`src/rtl/pau_ctrl_pkg.sv`:
```
// Shared constants for the PA fault-control blocks: debounce defaults and fault polarity codes.
// No logic; sizing helpers only.
package pau_ctrl_pkg;

    localparam int IRQ_FILT_CYC_DEF = 16;
    localparam int IRQ_CNT_W_DEF    = 8;

    localparam logic FAULT_ACT_HIGH = 1'b1;
    localparam logic FAULT_ACT_LOW  = 1'b0;

    // Filter counter width: max(1, clog2(filt_cyc)) so FILT_CYC=1 still gets a legal 1-bit vector.
    function automatic int fc_width(input int filt_cyc);
        return (filt_cyc <= 2) ? 1 : $clog2(filt_cyc);
    endfunction

endpackage

```
`src/rtl/irq_debounce_glitch_filter.sv`:
```
// Glitch filter: lvl follows i only after FILT_CYC consecutive differing samples.
// Latency FILT_CYC clocks per transition, symmetric for both directions.
// No backpressure; samples i every clock.
module glitch_filter
    import pau_ctrl_pkg::*;
#(
    parameter int   FILT_CYC = IRQ_FILT_CYC_DEF,
    parameter logic RST_V    = 1'b0
) (
    input  logic clk,
    input  logic rst,
    input  logic i,
    output logic lvl
);

    localparam int             FC_W   = fc_width(FILT_CYC);
    localparam logic [FC_W-1:0] FC_MAX = FC_W'(FILT_CYC - 1);

    if (FILT_CYC < 1) begin : g_bad_filt
        $error("glitch_filter: FILT_CYC must be 1 or more");
    end

    logic [FC_W-1:0] fc;

    // Any sample matching lvl discards the partial run, so only an unbroken run can flip lvl.
    always_ff @(posedge clk or posedge rst) begin
        if (rst) begin
            lvl <= RST_V;
            fc  <= '0;
        end else if (i == lvl) begin
            fc  <= '0;
        end else if (fc == FC_MAX) begin
            lvl <= i;
            fc  <= '0;
        end else begin
            fc  <= fc + FC_W'(1);
        end
    end

endmodule

```
`src/rtl/irq_debounce.sv`:
```
// Fault-line debounce: filtered level, one-cycle rise pulse, sticky irq and saturating event count.
// Latency: lvl/rise FILT_CYC clocks after i settles; irq and cnt one clock after rise.
// No backpressure; irq holds until ack, a new event outranks a simultaneous ack.
module irq_debounce
    import pau_ctrl_pkg::*;
#(
    parameter int   FILT_CYC = IRQ_FILT_CYC_DEF,
    parameter logic ACT_LVL  = FAULT_ACT_HIGH,
    parameter logic RST_V    = 1'b0,
    parameter int   CNT_W    = IRQ_CNT_W_DEF
) (
    input  logic             clk,
    input  logic             rst,
    input  logic             i,
    input  logic             en,
    input  logic             ack,
    input  logic             cnt_clr,
    output logic             lvl,
    output logic             rise,
    output logic             irq,
    output logic [CNT_W-1:0] cnt
);

    localparam logic [CNT_W-1:0] CNT_MAX = {CNT_W{1'b1}};

    logic lvl_q;

    glitch_filter #(
        .FILT_CYC (FILT_CYC),
        .RST_V    (RST_V)
    ) u_filt (
        .clk (clk),
        .rst (rst),
        .i   (i),
        .lvl (lvl)
    );

    // rise decodes two flops, so it is high exactly for the first cycle of lvl==ACT_LVL
    // and carries no combinational path from the fault input.
    always_ff @(posedge clk or posedge rst) begin
        if (rst) begin
            lvl_q <= RST_V;
        end else begin
            lvl_q <= lvl;
        end
    end

    assign rise = (lvl == ACT_LVL) && (lvl_q != ACT_LVL);

    always_ff @(posedge clk or posedge rst) begin
        if (rst) begin
            irq <= 1'b0;
        end else if (rise && en) begin
            irq <= 1'b1;
        end else if (ack) begin
            irq <= 1'b0;
        end
    end

    // A clear coinciding with an event keeps that event, so the count restarts at 1.
    always_ff @(posedge clk or posedge rst) begin
        if (rst) begin
            cnt <= '0;
        end else if (cnt_clr && rise) begin
            cnt <= CNT_W'(1);
        end else if (cnt_clr) begin
            cnt <= '0;
        end else if (rise && (cnt != CNT_MAX)) begin
            cnt <= cnt + CNT_W'(1);
        end
    end

endmodule

```
`config.mk`:
```
export PLATFORM = sky130hd
export DESIGN_NAME = irq_debounce
export DESIGN_NICKNAME = d
export VERILOG_FILES = /design/src/rtl/pau_ctrl_pkg.sv /design/src/rtl/irq_debounce_glitch_filter.sv /design/src/rtl/irq_debounce.sv
export SDC_FILE = /design/constraint.sdc
export NUM_CORES = 1
export LEC_CHECK = 0
export ABC_AREA = 1
export ABC_CLOCK_PERIOD_IN_PS = 2000
export CORE_MARGIN = 5
export CORE_UTILIZATION = 50
export CTS_BUF_LIST = sky130_fd_sc_hd__clkbuf_8
export CTS_CLUSTER_DIAMETER = 60
export DETAILED_ROUTE_END_ITERATION = 10
export GPL_ROUTABILITY_DRIVEN = 0
export PLACE_DENSITY_LB_ADDON = 0.25
export SLEW_MARGIN = 20
export SYNTH_ARGS = -nofsm -noshare
export SYNTH_HDL_FRONTEND = slang
export SYNTH_SLANG_ARGS = --single-unit
```
`constraint.sdc`:
```
create_clock -name clk -period 2 [get_ports clk]
set_input_delay 0.4 -clock clk [delete_from_list [all_inputs] [get_ports clk]]
set_output_delay 0.4 -clock clk [all_outputs]
set_load 0.02 [all_outputs]
```
-- Yosys cells after proc, flatten, opt, wreduce, memory -nomap -nowiden
Index checks and enable logic that the tools add are counted.
- add/subtract/negate cells: 2
- equality and inequality tests: 3
- muxes and demuxes: 7
- bitwise logic cells: 2
- reductions and logical operators: 7
- operators with widths (kind ; number):
    two-way mux 8 bit ; 3
    adder 8 x 1 -> 8 bit, second input constant ; 1
    two-way mux 4 bit ; 2
    inequality test 8 bit, second input constant ; 1
    adder 4 x 1 -> 4 bit, second input constant ; 1
    == test 4 bit, second input constant ; 1
    logical AND 1 bit ; 4
    nonzero test 3 bit ; 1
    two-way mux 1 bit ; 2
    inverter 1 bit ; 2
    AND reduction 2 bit ; 1
    nonzero test 2 bit ; 1
    == test 1 bit ; 1
- register bits: 15
- input bits: 6
- logic and storage cells: 26

-- Logic depth before layout (Yosys ltp)
Gate-level depths: netlist of run 1.
- word-level depth: 6
- mapped depth: 8
- mapped depth without buffers: 8

-- Hierarchy
A second synthesis of run 1 with hierarchy kept.
- cell total of the unflattened synthesis: 105
- area total of the unflattened synthesis: 817.0 µm²
- by module, submodules not included (module ; instances ; cells each ; area each (µm²)):
    irq_debounce ; 1 ; 78 ; 588.1
    glitch_filter ; 1 ; 27 ; 229.0

-- Worst setup path after synthesis of run 1
Ideal clock, no wire load.
- path kind: register to register
- start: register cnt[1]
- end: register cnt[4]
- setup time: 0.117 ns
- arrival: 1.219 ns
- required time: 1.883 ns
- setup slack: 0.664 ns
- cell stages (with the launch flop): 9
- clock period less this slack: 1.336 ns
- path through: dfrtp_1 -> ha_1 -> nand2_2 -> nor2_4 -> nand2_4 -> nand2_8 -> nand2_2 -> nand2_1 -> nand2_1
- word-level cells in the longest chain between the ends: 4
- elaborated cells on any way between the ends: 7
- classes of those cells: 1 x add/sub; 1 x eq/ne; 3 x mux; 2 x reduce/logical
- ends and longest elaborated chain (item ; line ; text):
    start: declaration ; irq_debounce.sv:21 ; output logic [CNT_W-1:0] cnt
    start signal: assignment ; irq_debounce.sv:69 ; cnt <= cnt + CNT_W'(1);
    adder 8 x 1 -> 8 bit ; irq_debounce.sv:69 ;
    two-way mux 8 bit ; irq_debounce.sv:68 ; end else if (rise && (cnt != CNT_MAX)) begin
    two-way mux 8 bit ; irq_debounce.sv:66 ; end else if (cnt_clr) begin
    two-way mux 8 bit ; irq_debounce.sv:64 ; end else if (cnt_clr && rise) begin
Several ways; a longest one is shown, not always the timed one. The select of a mux whose other input is x is not followed.
A chain may end at the register's enable or synchronous reset.

-- Worst setup path after layout of run 1
- start: register cnt[4]
- end: output port cnt[4]
No word-level cell between the ends.

==> results of run 1 <==
## layout make-up
| type | count | area, um2 | area share |
|---|---|---|---|
| repair buffers | 16 | 163 | 0.151 |
| clock inverters | 1 | 5.00 | 0.00464 |
| well taps | 17 | 21.3 | 0.0197 |
| inverters | 12 | 45.0 | 0.0418 |
| flip-flops and latches | 15 | 375 | 0.348 |
| multi-input cells | 78 | 428 | 0.397 |
| clock buffers | 3 | 41.3 | 0.0383 |
## cells by family after synthesis
group	count (synthesis)	share of synthesized area
buffers and inverters	13	0.0586
and+or+nand+nor	67	0.400
adders and majority gates	2	0.0293
xor gates and xnor gates	2	0.0205
DFF	15	0.440
AOI/OAI and AO/OA	7	0.0513
## sequential cells by signal, indices dropped and copies added, names as in the netlist
signal	flops
u_filt.fc	4
irq	1
u_filt.lvl	1
lvl_q	1
cnt	8
## power by group
| group | total [W] | switching, W | internal (W) |
|---|---|---|---|
| registers | 0.000342 | 0.0000194 | 0.000323 |
| clock network | 0.000251 | 0.000113 | 0.000138 |
| logic | 0.000109 | 0.0000605 | 0.0000482 |
| total | 0.000702 | 0.000193 | 0.000509 |
## metal layers
layer,GRT usage,part of all wire,up-vias
met5,0,0,-
met4,0.0742,0.020,0
met3,0.0350,0.034,4
met2,0.290,0.54,13
met1,0.172,0.41,345
li1,-,-,370
## worst max path at each step
| stage | endpoint | slack [ns] |
|---|---|---|
| 5_1_grt | cnt[4] | 0.20 |
| 3_3_place_gp | rise | 0.36 |
| 2_1_floorplan | cnt[4] | 0.66 |
| 6_report | cnt[4] | 0.25 |
| 4_1_cts | rise | 0.07 |
| 3_5_place_dp | rise | 0.34 |
## cells in the mapped netlist (all sizes together)
master / number / area, um2
nand2: 34 / 161
nor2: 18 / 101
dfrtp: 15 / 375
inv: 12 / 45.0
nand3: 12 / 60.1
a21oi: 3 / 18.8
ha: 2 / 25.0
o21ai: 2 / 10.0
o21bai: 2 / 15.0
buf: 1 / 5.00
nand2b: 1 / 6.26
nor3: 1 / 5.00
nor3b: 1 / 7.51
xnor2: 1 / 8.76
xor2: 1 / 8.76
## stage by stage
stage	power [W]	area, um2
finish	0.000702	1080
global route	0.000738	1080
CTS	0.000709	1080
detailed placement	0.000457	1030
global placement	0.000451	1030
floorplan	0.000411	853
## timing repair
action,CTS,global route
resized for setup,0,1
setup endpoints to repair,0,1
hold endpoints to repair,0,0
==> insert_results.sql, run 1 <==
INSERT INTO impl_metrics (metric_group, metric, value, unit) VALUES
('clock_tree', 'clock_tree.root_cell', 'sky130_fd_sc_hd__clkbuf_8', ''),
('run', 'max_cap_violations', '0', ''),
('worst_setup_path', 'total_buffers_and_inverters_traversed_by_the_critical_path', '1', ''),
('worst_setup_path', 'timing.critical_path.slowest_cell_delay', '0.64', 'ns'),
('hold_path', 'timing.hold.worst_endpoint', 'lvl_q', ''),
('clock_tree', 'cts_hold_buffers', '0', ''),
('pwr', 'p_leak', '0.533', 'nW'),
('synth', 'post_synth_inst_count', '106', ''),
('grt', 'grt_pass1_wl', '3.12', 'mm'),
('route', 'post_detailed_route_wirelength_per_cell', '12.8', 'um'),
('grt', 'grt_start_max_net_pins', '16', ''),
('route', 'postRouteAntennaNets', '0', ''),
('worst_setup_path', 'critical_r2r_capture', 'cnt[4]', ''),
('die', 'fp.dieArea', '2630', 'um2'),
('place', 'place_hpwl', '1.38', 'mm'),
('clock_tree', 'cts-buffers-inserted', '3', ''),
('timing', 'worst-slew-pin-transition', '0.588', 'ns'),
('clock_tree', 'h-tree-depth', '1', ''),
('timing', 'holdWs', '0.461', 'ns'),
('synth', 'seq_cells_post_synth', '15', ''),
('worst_setup_path', 'crit_path_end_kind', 'primary output', ''),
('cells_and_area', 'final_cells', '142', ''),
('cells_and_area', 'layout.cells.most_common_list', 'sky130_fd_sc_hd__nand2_1 (28), sky130_fd_sc_hd__dfrtp_1 (15), sky130_fd_sc_hd__clkdlybuf4s50_1 (15)', ''),
('worst_setup_path', 'worstPathMaxFanout', '6', ''),
('cells_and_area', 'layout_commonest_cell', 'sky130_fd_sc_hd__nand2_1', ''),
('synth', 'share_of_synthesized_area_occupied_by_flip_flops_and_latches', '0.440', ''),
('clock_tree', 'post-cts-setup-buffers', '0', ''),
('timing', 'finalHoldViolations', '0', ''),
('grt', 'groute.usage.overall', '0.159', ''),
('clock_tree', 'cts.path.max_buffers', '2', ''),
('worst_setup_path', 'r2r.worst_path.cells', '8', ''),
('die', 'io_pins', '17', ''),
('die', 'floorplan.die.width', '51.3', 'um'),
('route', 'initialDrtViolationCount', '18', ''),
('grt', 'first_global_vias', '734', ''),
('cells_and_area', 'nNetsFinal', '134', ''),
('place', 'dpl.cell_count', '138', ''),
('worst_setup_path', 'crit_path_leading_delay_family', 'buffers and inverters', ''),
('clock_tree', 'clk-insertion-delay-late', '0.25', 'ns'),
('timing', 'max_freq', '571', 'MHz'),
('run_status', 'run_status', 'complete, no violations', ''),
('pwr', 'worst_ir_drop_vdd', '0.464', 'mV'),
('route', 'route.vias.total', '732', ''),
('cells_and_area', 'num_antenna_cells', '0', ''),
('route', 'route.final.wire_length', '1.81', 'mm'),
('timing', 'final.min_clock_period', '1.75', 'ns'),
('hold_path', 'min_delay_src', 'u_filt.lvl', ''),
('clock_tree', 'clock-sinks', '15', ''),
('timing', 'timing.final.max_slew_violations', '0', ''),
('place', 'detailedPlace.worstSlack', '0.340', 'ns'),
('worst_setup_path', 'criticalPathCategory', 'flop to primary output', ''),
('pwr', 'power_per_cell_area', '651', 'nW/um2'),
('worst_setup_path', 'critical_path_cell_count', '1', ''),
('worst_setup_path', 'r2r_start', 'cnt[1]', ''),
('synth', 'synthesis.area', '853', 'um2'),
('die', 'core_region_area', '1670', 'um2'),
('cells_and_area', 'layout-drive-gt1-share', '0.144', ''),
('grt', 'antenna_found_initial', '0', ''),
('route', 'drt_pre_antenna_iters', '4', ''),
('timing', 'clock-skew-final', '0.00288', 'ns'),
('grt', 'grt-ovfl-total', '0', ''),
('worst_setup_path', 'required', '1.60', 'ns'),
('hold_path', 'worst_hold_path.num_cells', '0', ''),
('worst_setup_path', 'crit_slowest_cell', 'sky130_fd_sc_hd__clkdlybuf4s50_1', ''),
('worst_setup_path', 'cp-start-kind', 'flop', ''),
('synth', 'yosysWarningCount', '0', ''),
('cells_and_area', 'area.growth.synth_to_final', '26.4', '%'),
('worst_setup_path', 'r2r_setup_slack', '0.67', 'ns'),
('worst_setup_path', 'arrival', '1.35', 'ns'),
('timing', 'rsz_0062_raised_after_global_routing', 'false', ''),
('cells_and_area', 'fillers', '145', '');
Power figures use the tool's default switching activity.
==> run 2, diff against run 1 <==
--- a/config.mk
+++ b/config.mk
@@ -7,6 +7,7 @@
 export LEC_CHECK = 0
 export ABC_AREA = 1
 export ABC_CLOCK_PERIOD_IN_PS = 2000
+export CAP_MARGIN = 20
 export CORE_MARGIN = 5
 export CORE_UTILIZATION = 50
 export CTS_BUF_LIST = sky130_fd_sc_hd__clkbuf_8
==> results of run 2 <==
Final layout, timing and power as in run 1 (identical DEF).
==> run 3, diff against run 2 <==
--- a/config.mk
+++ b/config.mk
@@ -15,6 +15,7 @@
 export DETAILED_ROUTE_END_ITERATION = 10
 export GPL_ROUTABILITY_DRIVEN = 0
 export PLACE_DENSITY_LB_ADDON = 0.25
+export REMOVE_ABC_BUFFERS = 1
 export SLEW_MARGIN = 20
 export SYNTH_ARGS = -nofsm -noshare
 export SYNTH_HDL_FRONTEND = slang
==> run 3 against run 2 <==
  * Clock skew up 0.00083 ns
  * Global-route usage rose by 0.70 points
  * Worst setup slack improved by 0.014 ns
  * Cell count stayed put
  * Combinational power hardly changed
  * Critical path depth did not move
  * Non-clock buffer count stayed put
  * Sequential share of layout area unchanged
  * Routed wire length fell by 8.5%
  * Critical path type unchanged
  * First-iteration DRC count unchanged
  * Highest routed layer unchanged
  * Utilization did not move
  * Critical endpoint unchanged
==> insert_results.sql, run 3 (synthesized netlist as in run 1, its figures left out) <==
INSERT INTO impl_metrics (metric_group, metric, value, unit) VALUES
('run', 'max_cap_violations', '0', ''),
('worst_setup_path', 'crit_path_end_kind', 'primary output', ''),
('timing', 'rsz_0062_raised_after_global_routing', 'false', ''),
('grt', 'groute.usage.overall', '0.166', ''),
('place', 'dpl.cell_count', '138', ''),
('grt', 'grt-ovfl-total', '0', ''),
('place', 'place_hpwl', '1.30', 'mm'),
('worst_setup_path', 'criticalPathCategory', 'flop to primary output', ''),
('route', 'post_detailed_route_wirelength_per_cell', '11.7', 'um'),
('cells_and_area', 'final_cells', '142', ''),
('clock_tree', 'cts_tree', 'yes', ''),
('run_status', 'run_status', 'complete, no violations', ''),
('clock_tree', 'post-cts-setup-buffers', '0', ''),
('worst_setup_path', 'total_buffers_and_inverters_traversed_by_the_critical_path', '1', ''),
('cells_and_area', 'layout.cells.most_common_list', 'sky130_fd_sc_hd__nand2_1 (28), sky130_fd_sc_hd__dfrtp_1 (15), sky130_fd_sc_hd__clkdlybuf4s50_1 (15)', ''),
('cells_and_area', 'reg.largest.list', 'cnt: 8 flops, u_filt.fc: 4 flops', ''),
('place', 'detailedPlace.worstSlack', '0.330', 'ns'),
('cells_and_area', 'area.growth.synth_to_final', '26.4', '%'),
('route', 'initialDrtViolationCount', '18', ''),
('pwr', 'power_per_cell_area', '646', 'nW/um2'),
('timing', 'worst-slew-pin-transition', '0.573', 'ns'),
('clock_tree', 'cts-buffers-inserted', '3', ''),
('cells_and_area', 'largest_register', 'cnt', ''),
('pwr', 'p_leak', '0.533', 'nW'),
('timing', 'clock-skew-final', '0.00371', 'ns'),
('cells_and_area', 'layout_commonest_cell', 'sky130_fd_sc_hd__nand2_1', ''),
('worst_setup_path', 'timing.critical_path.slowest_cell_delay', '0.64', 'ns'),
('worst_setup_path', 'r2r_setup_slack', '0.70', 'ns'),
('route', 'postRouteAntennaNets', '0', ''),
('timing', 'final.setup.tns', '0', 'ns'),
('pwr', 'worst_ir_drop_vdd', '0.537', 'mV'),
('cells_and_area', 'nNetsFinal', '134', ''),
('clock_tree', 'clock_tree.root_cell', 'sky130_fd_sc_hd__clkbuf_8', ''),
('worst_setup_path', 'cp-start-kind', 'flop', ''),
('grt', 'first_global_vias', '725', ''),
('die', 'fp.dieArea', '2630', 'um2'),
('grt', 'grt_pass1_wl', '3.20', 'mm'),
('hold_path', 'timing.hold.worst_endpoint', 'lvl_q', ''),
('cells_and_area', 'multi_input_combinational_cell_area', '428', 'um2'),
('worst_setup_path', 'crit_slowest_cell', 'sky130_fd_sc_hd__clkdlybuf4s50_1', ''),
('route', 'vias_per_cell', '5.09', ''),
('route', 'drt_pre_antenna_iters', '4', ''),
('grt', 'grt_start_max_net_pins', '16', ''),
('die', 'floorplan.die.width', '51.3', 'um'),
('die', 'start_util', '0.511', ''),
('hold_path', 'worst_hold_path.num_cells', '0', ''),
('cells_and_area', 'fillers', '147', ''),
('worst_setup_path', 'required', '1.60', 'ns'),
('worst_setup_path', 'crit_path_leading_delay_family', 'buffers and inverters', ''),
('worst_setup_path', 'critical_path.cell_chain', 'clkdlybuf4s50_1', ''),
('timing', 'final.min_clock_period', '1.74', 'ns'),
('die', 'num_rows', '15', ''),
('timing', 'layout_worst_path_cycle_share', '0.868', ''),
('worst_setup_path', 'r2r_start', 'cnt[0]', ''),
('clock_tree', 'clock-sinks', '15', ''),
('timing', 'timing.final.max_slew_violations', '0', ''),
('route', 'route.final.wire_length', '1.66', 'mm'),
('place', 'placedInstanceArea', '1030', 'um2'),
('die', 'io_pins', '17', ''),
('clock_tree', 'clk-insertion-delay-late', '0.25', 'ns'),
('route', 'route.vias.total', '723', ''),
('cells_and_area', 'largest_reg_flops', '8', ''),
('die', 'floorplan.die.height', '51.3', 'um'),
('clock_tree', 'cts.path.max_buffers', '2', ''),
('hold_path', 'min_delay_src', 'u_filt.lvl', ''),
('cells_and_area', 'final_area', '1080', 'um2'),
('worst_setup_path', 'r2r.worst_path.cells', '8', ''),
('hold_path', 'holdCritPathClass', 'flop to flop', ''),
('worst_setup_path', 'worstPathMaxFanout', '6', ''),
('timing', 'finalSetupViolations', '0', ''),
('grt', 'antenna_found_initial', '0', ''),
('worst_setup_path', 'critical_r2r_capture', 'cnt[4]', ''),
('timing', 'max_freq', '576', 'MHz'),
('route', 'post-route-drc-count', '0', ''),
('timing', 'final_critical_path_setup_slack', '0.264', 'ns'),
('worst_setup_path', 'arrival', '1.34', 'ns'),
('cells_and_area', 'final-seq-area', '375', 'um2'),
('cells_and_area', 'layout-drive-gt1-share', '0.144', ''),
('timing', 'timing.max_slew.rel_slack', '0.617', ''),
('cells_and_area', 'num_antenna_cells', '0', ''),
('clock_tree', 'clkTransAtPathRegs', '0.06', 'ns'),
('die', 'core_region_area', '1670', 'um2'),
('place', 'place.port_buffers', '16', ''),
('timing', 'finalHoldViolations', '0', ''),
('clock_tree', 'h-tree-depth', '1', ''),
('clock_tree', 'cts_hold_buffers', '0', ''),
('pwr', 'total_power', '0.000697', 'W');
## run 3: metrics by stage
step	utilization	hold WS [ns]
2_1_floorplan	-	0.301
3_5_place_dp	0.616	0.456
3_3_place_gp	0.616	0.439
5_1_grt	0.646	0.510
4_1_cts	0.644	0.475
6_report	0.646	0.468
## run 3: where the power goes
group          total (W)  switching (W)  internal [W]  leakage, nW
registers       0.000342      0.0000191      0.000323        0.199
logic           0.000106      0.0000583     0.0000482        0.309
clock network   0.000248       0.000110      0.000138       0.0255
## run 3: timing repair
action	in CTS	in global routing
gates resized for setup	0	1
setup endpoints to repair	0	1
hold endpoints to repair	0	0
## run 3: routing by layer
layer / vias to the layer above / global-route usage / routed length, um
li1: 370 / - / -
met1: 330 / 0.197 / 719
met2: 18 / 0.279 / 816
met3: 5 / 0.0204 / 78
met4: 0 / 0.109 / 44
met5: - / 0 / 0
## run 3: final cells by class
cell class	count	area share
Clock buffer	3	0.0383
Clock inverter	1	0.00464
Inverter	12	0.0418
Multi-Input combinational cell	78	0.397
Sequential cell	15	0.348
Tap cell	17	0.0197
Timing Repair Buffer	16	0.151
## run 3: worst max-delay path by stage
stage,to,slack (ns),from,cells past startpoint
detailed placement,rise,0.33,u_filt.lvl,3
CTS,rise,0.04,u_filt.lvl,3
floorplan,cnt[4],0.65,cnt[1],8
finish,cnt[4],0.26,cnt[4],1
global placement,rise,0.35,u_filt.lvl,3
global route,cnt[4],0.21,cnt[4],1
